File: src/rtl/gf180mcu_dbnc_pkg.sv
// Shared types and default constants for the synchronised debounce cells.
package gf180mcu_dbnc_pkg;

  typedef enum logic [1:0] {
    LOW_STABLE  = 2'd0,
    RISE_PEND   = 2'd1,
    HIGH_STABLE = 2'd2,
    FALL_PEND   = 2'd3
  } dbnc_state_e;

  localparam int unsigned DBNC_SYNC_STAGES = 2;
  localparam int unsigned DBNC_FILT_LEN    = 4;
  localparam int unsigned DBNC_CNT_W       = 8;

endpackage

File: src/rtl/gf180mcu_sync_rn.sv
// N-stage level synchroniser with asynchronous active-low clear.
module gf180mcu_sync_rn #(
  parameter int unsigned N = 2
) (
  input  logic clk,
  input  logic rst_n,
  input  logic d,
  output logic q
);

  logic [N-1:0] sync_q;
  logic [N-1:0] sync_d;

  if (N < 2) begin : g_bad_depth
    $error("gf180mcu_sync_rn: N must be at least 2");
  end

  always_comb begin
    sync_d = {sync_q[N-2:0], d};
  end

  always_ff @(posedge clk or negedge rst_n) begin
    if (!rst_n) begin
      sync_q <= '0;
    end else begin
      sync_q <= sync_d;
    end
  end

  assign q = sync_q[N-1];

endmodule

File: src/rtl/gf180mcu_and3_dbnc.sv
// Synchronised, debounced A1&A2&A3 with registered level and edge pulses.
// Optional sticky rise flag with CLR when GF180MCU_AND3_DBNC_STICKY_EN is defined.
module gf180mcu_and3_dbnc
  import gf180mcu_dbnc_pkg::*;
#(
  parameter int unsigned SYNC_STAGES = DBNC_SYNC_STAGES,
  parameter int unsigned FILT_LEN    = DBNC_FILT_LEN,
  parameter int unsigned CNT_W       = DBNC_CNT_W
) (
  input  logic CLK,
  input  logic RN,
  input  logic A1,
  input  logic A2,
  input  logic A3,
`ifdef GF180MCU_AND3_DBNC_STICKY_EN
  input  logic CLR,
  output logic ZSTICKY,
`endif
  output logic Z,
  output logic ZRISE,
  output logic ZFALL
);

  if (SYNC_STAGES < 2 || SYNC_STAGES > 4) begin : g_bad_sync
    $error("gf180mcu_and3_dbnc: SYNC_STAGES must be 2..4");
  end
  if (FILT_LEN < 1 || FILT_LEN > 255) begin : g_bad_filt
    $error("gf180mcu_and3_dbnc: FILT_LEN must be 1..255");
  end
  if (CNT_W < 1 || CNT_W > 32 || (64'd1 << CNT_W) <= 64'(FILT_LEN)) begin : g_bad_cnt
    $error("gf180mcu_and3_dbnc: 2**CNT_W must exceed FILT_LEN");
  end

  localparam logic [CNT_W-1:0] FILT_C  = CNT_W'(FILT_LEN);
  localparam logic [CNT_W-1:0] CNT_ONE = CNT_W'(1);

  logic        z_raw_c;
  logic        zs;
  dbnc_state_e state_q, state_d;
  logic [CNT_W-1:0] cnt_q, cnt_d, cnt_inc;
  logic        z_q, z_d;
  logic        rise_q, rise_d;
  logic        fall_q, fall_d;

  assign z_raw_c = A1 & A2 & A3;

  gf180mcu_sync_rn #(
    .N(SYNC_STAGES)
  ) u_sync (
    .clk  (CLK),
    .rst_n(RN),
    .d    (z_raw_c),
    .q    (zs)
  );

  // The sample that leaves a stable state counts as the first of the run,
  // so FILT_LEN=1 accepts on that very sample.
  always_comb begin
    state_d = state_q;
    cnt_d   = cnt_q;
    z_d     = z_q;
    rise_d  = 1'b0;
    fall_d  = 1'b0;
    cnt_inc = (cnt_q == '1) ? cnt_q : cnt_q + CNT_ONE;
    case (state_q)
      LOW_STABLE: begin
        z_d   = 1'b0;
        cnt_d = '0;
        if (zs) begin
          if (CNT_ONE == FILT_C) begin
            state_d = HIGH_STABLE;
            z_d     = 1'b1;
            rise_d  = 1'b1;
          end else begin
            state_d = RISE_PEND;
            cnt_d   = CNT_ONE;
          end
        end
      end
      RISE_PEND: begin
        z_d = 1'b0;
        if (!zs) begin
          state_d = LOW_STABLE;
          cnt_d   = '0;
        end else if (cnt_inc == FILT_C) begin
          state_d = HIGH_STABLE;
          cnt_d   = '0;
          z_d     = 1'b1;
          rise_d  = 1'b1;
        end else begin
          cnt_d = cnt_inc;
        end
      end
      HIGH_STABLE: begin
        z_d   = 1'b1;
        cnt_d = '0;
        if (!zs) begin
          if (CNT_ONE == FILT_C) begin
            state_d = LOW_STABLE;
            z_d     = 1'b0;
            fall_d  = 1'b1;
          end else begin
            state_d = FALL_PEND;
            cnt_d   = CNT_ONE;
          end
        end
      end
      FALL_PEND: begin
        z_d = 1'b1;
        if (zs) begin
          state_d = HIGH_STABLE;
          cnt_d   = '0;
        end else if (cnt_inc == FILT_C) begin
          state_d = LOW_STABLE;
          cnt_d   = '0;
          z_d     = 1'b0;
          fall_d  = 1'b1;
        end else begin
          cnt_d = cnt_inc;
        end
      end
      default: begin
        state_d = LOW_STABLE;
        cnt_d   = '0;
        z_d     = 1'b0;
      end
    endcase
  end

  always_ff @(posedge CLK or negedge RN) begin
    if (!RN) begin
      state_q <= LOW_STABLE;
      cnt_q   <= '0;
      z_q     <= 1'b0;
      rise_q  <= 1'b0;
      fall_q  <= 1'b0;
    end else begin
      state_q <= state_d;
      cnt_q   <= cnt_d;
      z_q     <= z_d;
      rise_q  <= rise_d;
      fall_q  <= fall_d;
    end
  end

  assign Z     = z_q;
  assign ZRISE = rise_q;
  assign ZFALL = fall_q;

`ifdef GF180MCU_AND3_DBNC_STICKY_EN
  logic sticky_q, sticky_d;

  // Set has priority over a coincident clear.
  always_comb begin
    sticky_d = rise_d | (sticky_q & ~CLR);
  end

  always_ff @(posedge CLK or negedge RN) begin
    if (!RN) begin
      sticky_q <= 1'b0;
    end else begin
      sticky_q <= sticky_d;
    end
  end

  assign ZSTICKY = sticky_q;
`endif

endmodule

File: config.mk
export PLATFORM = sky130hd
export DESIGN_NAME = gf180mcu_and3_dbnc
export DESIGN_NICKNAME = d
export VERILOG_FILES = /design/src/rtl/gf180mcu_dbnc_pkg.sv /design/src/rtl/gf180mcu_sync_rn.sv /design/src/rtl/gf180mcu_and3_dbnc.sv
export SDC_FILE = /design/constraint.sdc
export NUM_CORES = 1
export LEC_CHECK = 0
export ABC_AREA = 1
export CORE_MARGIN = 4
export CORE_UTILIZATION = 35
export DETAILED_ROUTE_END_ITERATION = 8
export REMOVE_ABC_BUFFERS = 1
export SYNTH_ARGS = -nofsm -noshare
export SYNTH_HDL_FRONTEND = slang
export SYNTH_SLANG_ARGS = --single-unit
File: constraint.sdc
create_clock -name CLK -period 2.2 [get_ports CLK]
set_clock_uncertainty 0.15 [all_clocks]
set_input_delay 0.44 -clock CLK [delete_from_list [all_inputs] [get_ports CLK]]
set_output_delay 0.44 -clock CLK [all_outputs]
set_load 0.1 [all_outputs]
After elaboration in Yosys (flattened, before gate mapping)
Cells that the tools add are included.

Register bits after elaboration: 15. Bits in latches: 0. Bits in writable memories: 0. ROM bits: 0. Input port bits: 5. Output and inout bits: 3. Word-level logic and storage cells: 42. Memories kept: 0.

Add/sub/neg operators: 1. Multiply operators: 0. Div/mod/pow operators: 0. Magnitude comparators: 0. Eq/ne operators: 9. Shift-type cells: 0. Multiplexer cells: 22. Bitwise operators: 2. Reduce and logical (&&, ||, !) cells: 2.

Operator list (count): $mux 8 (4); $pmux 8 s4 (1); $mux 2 (6); $mux 1 (9); $add 8x1->8 const B (1); $eq 8x3->1 const B (1); $eq 8x8->1 const B (1); $pmux 2 s4 (1); $eq 2x2->1 const B (2); $pmux 1 s4 (1); $reduce_and 4->1 (1); $ne 3x2->1 const B (1); $ne 3x3->1 const B (1); $and 1x1->1 (2); $eq 2x1->1 const B (1); $logic_not 2->1 (1); $ne 2x1->1 const B (1); $ne 2x2->1 const B (1).

Logic depth before layout (Yosys ltp)
Gate-level depths: netlist (run 1).

Depth after elaboration: 6. Gate-level depth with buffers: 11. Mapped depth without buffers: 11.

Hierarchy
A second synthesis (run 1) with hierarchy kept.

Cell total of the unflattened synthesis: 101. Area, all modules: 834.6 µm².

By module, submodules not included: gf180mcu_and3_dbnc (times used 1, cells an instance 99, area each 784.5 µm², sequential area each 325.3 µm²); gf180mcu_sync_rn (times used 1, cells an instance 2, area each 50.0 µm², sequential area each 50.0 µm²).

Least setup slack after synthesis (run 1)
Ideal clock, no wire load.

Path kind: register to register. From: reg cnt_q[0]. To: reg z_q, in the netlist Z. Library setup time: 0.119 ns. Arrival: 1.399 ns. Required time: 1.931 ns. Path slack: 0.532 ns. Cell stages (with the launch flop): 12. Path buffers: 0. Period minus slack after synthesis: 1.668 ns. Cells stage by stage: dfrtp_1 ha_1 nand2_2 nor2_4 nand2_4 nand2_1 nand2_2 nand2_2 nor2_4 nand3_2 nand2_1 nand2_1.

Longest elaborated chain between the ends: 6. Elaborated cells on any way between the ends: 9. Classes of those cells: 1 x add/sub; 2 x eq/ne; 6 x mux.

Ends and longest elaborated chain: start: declaration (line gf180mcu_and3_dbnc.sv:40) `logic [CNT_W-1:0] cnt_q, cnt_d, cnt_inc;`; start signal: assignment (line gf180mcu_and3_dbnc.sv:139) `cnt_q <= cnt_d;`; $add 8x1->8 / $eq 8x8->1 (equally long branches) (line gf180mcu_and3_dbnc.sv:64) `cnt_inc = (cnt_q == '1) ? cnt_q : cnt_q + CNT_ONE;`; $mux 8 * (line gf180mcu_and3_dbnc.sv:64); $eq 8x3->1 * (line gf180mcu_and3_dbnc.sv:85, gf180mcu_and3_dbnc.sv:113); $mux 1 (on tied branches) (line gf180mcu_and3_dbnc.sv:113, gf180mcu_and3_dbnc.sv:85); $mux 1 (on tied branches) (line gf180mcu_and3_dbnc.sv:110, gf180mcu_and3_dbnc.sv:82); $pmux 1 s4 * (line gf180mcu_and3_dbnc.sv:65) `case (state_q)`; net z_d (line gf180mcu_and3_dbnc.sv:41) `logic z_q, z_d;`; end signal: assignment (line gf180mcu_and3_dbnc.sv:140) `z_q <= z_d;`; end: declaration (line gf180mcu_and3_dbnc.sv:41).

The timed path passes the listed nets; every way through them passes the cells marked *. A chain may end at the register's enable or synchronous reset.

Worst setup path after layout (run 1)
Ends and elaborated chain as after synthesis.

==> flow_summary.toml, run 1 <==
[clock_network]
tritoncts = "yes"
cts-root-buf = "clkbuf_4"
clock-sinks = 15
htreeDepth = 1
cts_resized = 0
cts_buffers = 3
cts_hold_buf = 0
insertion_delay_ns = 0.29
cts_setup_buffers = 0
clock_path_buffers = 2
clkTransAtPathRegs_ns = 0.10

[worst_setup_path]
reg2regPathDepth = 11
r2r-start = "cnt_q[0]$_DFF_PN0_"
required_ns = 2.23
end_kind = "flip-flop"
reg2reg_slack_ns = 0.34
worst_ep_arrival_time_ns = 1.89
worstSetupStartpointType = "flip-flop"
critPathKind = "flip-flop to flip-flop"
critPathMaxFanout = 10
r2r_end = "Z$_DFF_PN0_"

[synthesis]
ys_warn_count = 0
ys_types = 23
synth-seq-cells = 15
syn_avg_cell_area_um2 = 8.46
synth_area_um2 = 830
synthCells = 98
ys_seq_area_frac = 0.452

[route]
wl_per_cell_um = 11.7
drc = 0
dr.first_iter.drc_count = 9
first_pass_iters = 4
vias = 646
via_per_inst = 4.68
ant_nets = 0
wirelength_mm = 1.61

[finish]
area_growth_pct = 16.0
drive_gt1_frac = 0.236
antenna_cells = 0
final_nets = 117
fillers = 239
stdcell_area_um2 = 962

[sta]
maxSlewHeadroom = 0.814
setup_viol = 0
rsz0062_at_grt = "no"
slew_viol_final = 0
fin_setup_tns_ns = 0
finalHoldViolations = 0
hold_slack_ns = 0.215
clock.fmax_mhz = 539
fin_crit_sh = 0.844
tightest_slew_ns = 0.282
period_minus_slack_ns = 1.86

[place]
hpwlAfterDp_mm = 1.28
gp_congestion = 0.882
placed_cell_area_um2 = 935
place.port_buffers = 7

[die]
die-area_um2 = 3210
die_height_um = 56.7
floorplan.rows = 17
die_w_um = 56.7
core_um2 = 2230
io_pins = 8
start_util = 0.371

[global_routing]
globalRouteOverflowTotal = 0
grt_pass1_vias = 633
grt_usage = 0.108
grt_max_degree = 16
grt_pass1_wl_mm = 2.65
antenna_found_initial = 0

[outcome]
status = "finished, final reports clean"

[power_and_ir_drop]
total_power_mw = 0.463
peakVddDrop_v = 0.000312
power.density_nw_per_um2 = 481
p_leak_nw = 0.522

[min_path]
holdPathStages = 0
hp-class = "flip-flop to flip-flop"
holdPathEnd = "u_sync.sync_q[1]$_DFF_PN0_"
hold_start = "u_sync.sync_q[0]$_DFF_PN0_"

[job]
drv_cap = 0
[report_power, final]
group | switching (mW) | total [mW] | leakage, nW | internal [mW]
clock | 0.0928 | 0.160 | 0.0177 | 0.0675
combinational | 0.0109 | 0.0216 | 0.296 | 0.0106
sequential | 0.00311 | 0.281 | 0.208 | 0.278
[cell families (layout without fill, tap and decap cells)]
kind of cell / Yosys count / in the layout / share of synthesized area
adders and majority gates: 1 / 1 / 0.0151
AOI/OAI and AO/OA: 6 / 6 / 0.0377
buffers and inverters: 16 / 28 / 0.0724
and+or+nand+nor: 58 / 58 / 0.401
DFF: 15 / 15 / 0.452
xor gates and xnor gates: 2 / 2 / 0.0211
[cells in the mapped netlist, drive strengths merged]
cell,count,area [um^2]
a31oi,1,6.26
and3,1,6.26
nand3,8,50.1
nor2,13,92.6
inv,15,56.3
nand2,31,139
xor2,1,8.76
dfrtp,15,375
nand3b,1,7.51
nand4,4,37.5
o21ai,2,10.0
a21oi,3,15.0
ha,1,12.5
clkinv,1,3.75
xnor2,1,8.76
[critical path, cell delays in order (launching register included)]
cell	delay (ns)
dfrtp_1	0.45
ha_1	0.29
nand2_2	0.10
nor2_4	0.05
nand2_4	0.12
nand2_1	0.08
nand2_2	0.08
nand2_2	0.07
nor2_4	0.12
nand3_2	0.11
nand2_1	0.09
nand2_1	0.06
[per-stage QoR]
stage,utilization,worst slack (ns),cells
floorplan,-,0.532,98
global placement,0.418,0.390,134
detailed placement,0.418,0.337,134
CTS,0.431,0.322,138
global route,0.431,0.214,138
finish,0.431,0.344,138
[layout make-up]
class	instances	area, um^2	area share
Clock buffer	3	22.5	0.0234
Clock inverter	1	5.00	0.00520
Inverter	16	60.1	0.0624
Multi-Input combinational cell	67	394	0.410
Sequential cell	15	375	0.390
Tap cell	28	35.0	0.0364
Timing Repair Buffer	8	70.1	0.0728
[flip-flops by register name, indices dropped and copies added (netlist names), named ones only]
| name | flops |
|---|---|
| state_q | 1 |
| u_sync.sync_q | 2 |
| ZFALL | 1 |
| ZRISE | 1 |
| cnt_q | 8 |
| Z | 1 |
[layout by cell type (no fill, tap or decap)]
| master | count |
|---|---|
| dfrtp_1 | 15 |
| inv_1 | 14 |
| nand4_1 | 2 |
| nand3b_1 | 1 |
| nand2_4 | 1 |
| and3_1 | 1 |
| clkbuf_4 | 3 |
| clkinv_2 | 1 |
| nor2_1 | 7 |
| nor2_4 | 3 |
| nand2_1 | 24 |
| clkinv_1 | 1 |
| nand2_2 | 6 |
| nand4_2 | 2 |
| nor2_8 | 1 |
| xnor2_1 | 1 |
| nor2_2 | 2 |
| ha_1 | 1 |
| nand3_1 | 6 |
| o21ai_0 | 2 |
| buf_4 | 4 |
| a21oi_1 | 3 |
| xor2_1 | 1 |
| a31oi_1 | 1 |
| inv_2 | 1 |
| clkdlybuf4s50_1 | 4 |
| nand3_2 | 2 |
[worst max-delay path by stage]
stage                  startpoint          end  cells after the start  slack, ns
6_report       cnt_q[0]$_DFF_PN0_  Z$_DFF_PN0_                     11       0.34
5_1_grt        cnt_q[0]$_DFF_PN0_  Z$_DFF_PN0_                     10       0.21
4_1_cts        cnt_q[0]$_DFF_PN0_  Z$_DFF_PN0_                     11       0.32
3_5_place_dp   cnt_q[0]$_DFF_PN0_  Z$_DFF_PN0_                     11       0.34
3_3_place_gp   cnt_q[0]$_DFF_PN0_  Z$_DFF_PN0_                     11       0.39
2_1_floorplan  cnt_q[0]$_DFF_PN0_  Z$_DFF_PN0_                     11       0.53
[layer usage]
metal / vias to the layer above / track usage / part of all wire
li1: 331 / - / -
met1: 298 / 0.117 / 0.43
met2: 13 / 0.193 / 0.52
met3: 4 / 0.0299 / 0.039
met4: 0 / 0.0508 / 0.018
met5: - / 0 / 0
No activity file was read; power rests on OpenSTA's default activity.
==> inputs of run 2 (changes only) <==
==> constraint.sdc (replaced) <==
create_clock -name CLK -period 1.49 [get_ports CLK]
set_clock_uncertainty 0.15 [all_clocks]
set_input_delay 0.298 -clock CLK [delete_from_list [all_inputs] [get_ports CLK]]
set_output_delay 0.298 -clock CLK [all_outputs]
set_load 0.1 [all_outputs]
==> flow_summary.toml, run 2 (synthesis results as in run 1) <==
[route]
dr.first_iter.drc_count = 5
drc = 0
vias = 729
wirelength_mm = 1.65
ant_nets = 0
first_pass_iters = 3
wl_per_cell_um = 10.7
via_per_inst = 4.70

[sta]
setup_slack_ns = -0.203
setup_viol = 7
clock.fmax_mhz = 591
maxSlewHeadroom = 0.837
tightest_slew_ns = 0.245
fin_crit_sh = 1.14
slew_viol_final = 0
rsz0062_at_grt = "yes"
finalHoldViolations = 0
period_minus_slack_ns = 1.69

[worst_setup_path]
cp_slowest_stage_delay_ns = 0.42
critPathSlowestCell = "dfrtp_1"
cp-startpoint = "cnt_q[1]$_DFF_PN0_"
path_cells = "ha_4, nand2_4, nor2_4, nand2_4, buf_4, nand3_2, nor2_4, nand3_2, nand2_2, nand2_1"
critPathMaxFanout = 8
required_ns = 1.52
r2r-start = "cnt_q[1]$_DFF_PN0_"
worstSetupStartpointType = "flip-flop"
reg2reg_slack_ns = -0.20
critPathKind = "flip-flop to flip-flop"
worst_ep_arrival_time_ns = 1.72
end_kind = "flip-flop"

[clock_network]
cts_hold_buf = 0
cts_buffers = 3
htreeDepth = 1
cts-root-buf = "clkbuf_4"
tritoncts = "yes"
clock-sinks = 15
insertion_delay_ns = 0.28
clock_path_buffers = 2
clkTransAtPathRegs_ns = 0.09

[finish]
top_regs = "cnt_q (8), u_sync.sync_q (2)"
area_growth_pct = 44.2
fillers = 208
drive_gt1_frac = 0.457
stdcell_area_um2 = 1200
final_common_cell = "nand2_1"
layout_common_cells = "18 x nand2_1, 16 x buf_4, 15 x dfrtp_1"
final_nets = 134
largest_register_ffs = 8
antenna_cells = 0
regMostFlops = "cnt_q"

[outcome]
failed_checks = "setup timing"
status = "complete, but fails checks"

[power_and_ir_drop]
peakVddDrop_v = 0.000536
p_leak_nw = 0.632
total_power_mw = 0.685
power.density_nw_per_um2 = 573

[die]
io_pins = 8
die-area_um2 = 3210
core_um2 = 2230
floorplan.rows = 17
die_height_um = 56.7
die_w_um = 56.7
start_util = 0.371

[global_routing]
grt_usage = 0.116
grt_pass1_vias = 723
grt_max_degree = 16
grt_pass1_wl_mm = 2.96
antenna_found_initial = 0
globalRouteOverflowTotal = 0

[place]
placed_cell_area_um2 = 1070
place.port_buffers = 7
hpwlAfterDp_mm = 1.27
gp_congestion = 0.820

[job]
drv_cap = 0

[min_path]
hp-class = "input port to async pin"
[run 2: cell types whose count changed in the layout (fill, tap and decap cells not counted), sizes merged]
cell and delta:
buf +17
[run 2: power breakdown]
| group | switching (mW) | total (mW) | internal, mW |
|---|---|---|---|
| Sequential | 0.00389 | 0.415 | 0.411 |
| Combinational | 0.0196 | 0.0423 | 0.0227 |
| Clock | 0.128 | 0.228 | 0.0997 |
[run 2: worst paths after layout]
kind | end | cells past startpoint
setup / recovery | flip-flop | 10
hold / removal | ZFALL$_DFF_PN0_ | 2
setup reg to reg | flip-flop | 10
hold reg to reg | u_sync.sync_q[1]$_DFF_PN0_ | 0
max in group asynchronous | cnt_q[7]$_DFF_PN0_ | 2
min in group CLK | u_sync.sync_q[1]$_DFF_PN0_ | 0
[run 2: timing repair]
item | CTS | global route
pin swaps | 9 | 9
setup buffers | 2 | 4
gates resized for setup | 13 | 7
setup endpoints to repair | 8 | 12
cloned | 0 | 0
[run 2: per-stage QoR]
stage | setup slack (ns) | std cells | setup TNS, ns | util | hold slack (ns)
floorplan | -0.178 | 98 | -0.764 | - | -0.148
CTS | -0.191 | 153 | -1.23 | 0.521 | 0.160
detailed placement | -0.238 | 147 | -1.18 | 0.479 | 0.190
global route | -0.292 | 155 | -1.70 | 0.536 | 0.178
finish | -0.203 | 155 | -1.04 | 0.536 | 0.164
global placement | -0.214 | 147 | -1.05 | 0.479 | 0.189
[run 2: per-layer routing]
metal,part of all wire,track usage
met1,0.45,0.145
met2,0.48,0.180
met4,0.032,0.0780
met5,0,0
met3,0.034,0.0184
[run 2: final cells by class]
| type | count | area, um^2 | area share |
|---|---|---|---|
| multi-input cells | 67 | 454 | 0.380 |
| flip-flops and latches | 15 | 375 | 0.314 |
| clock inverters | 1 | 5.00 | 0.00418 |
| inverters | 16 | 61.3 | 0.0513 |
| well taps | 28 | 35.0 | 0.0293 |
| clock buffers | 3 | 22.5 | 0.0188 |
| repair buffers | 25 | 243 | 0.203 |
[run 2: critical path: cells and delay by family, from the launching register on]
| kind | cells | cell delay (ns) |
|---|---|---|
| adders and majority gates | 1 | 0.20 |
| buffers and inverters | 1 | 0.13 |
| DFF | 1 | 0.42 |
| and+or+nand+nor | 8 | 0.69 |
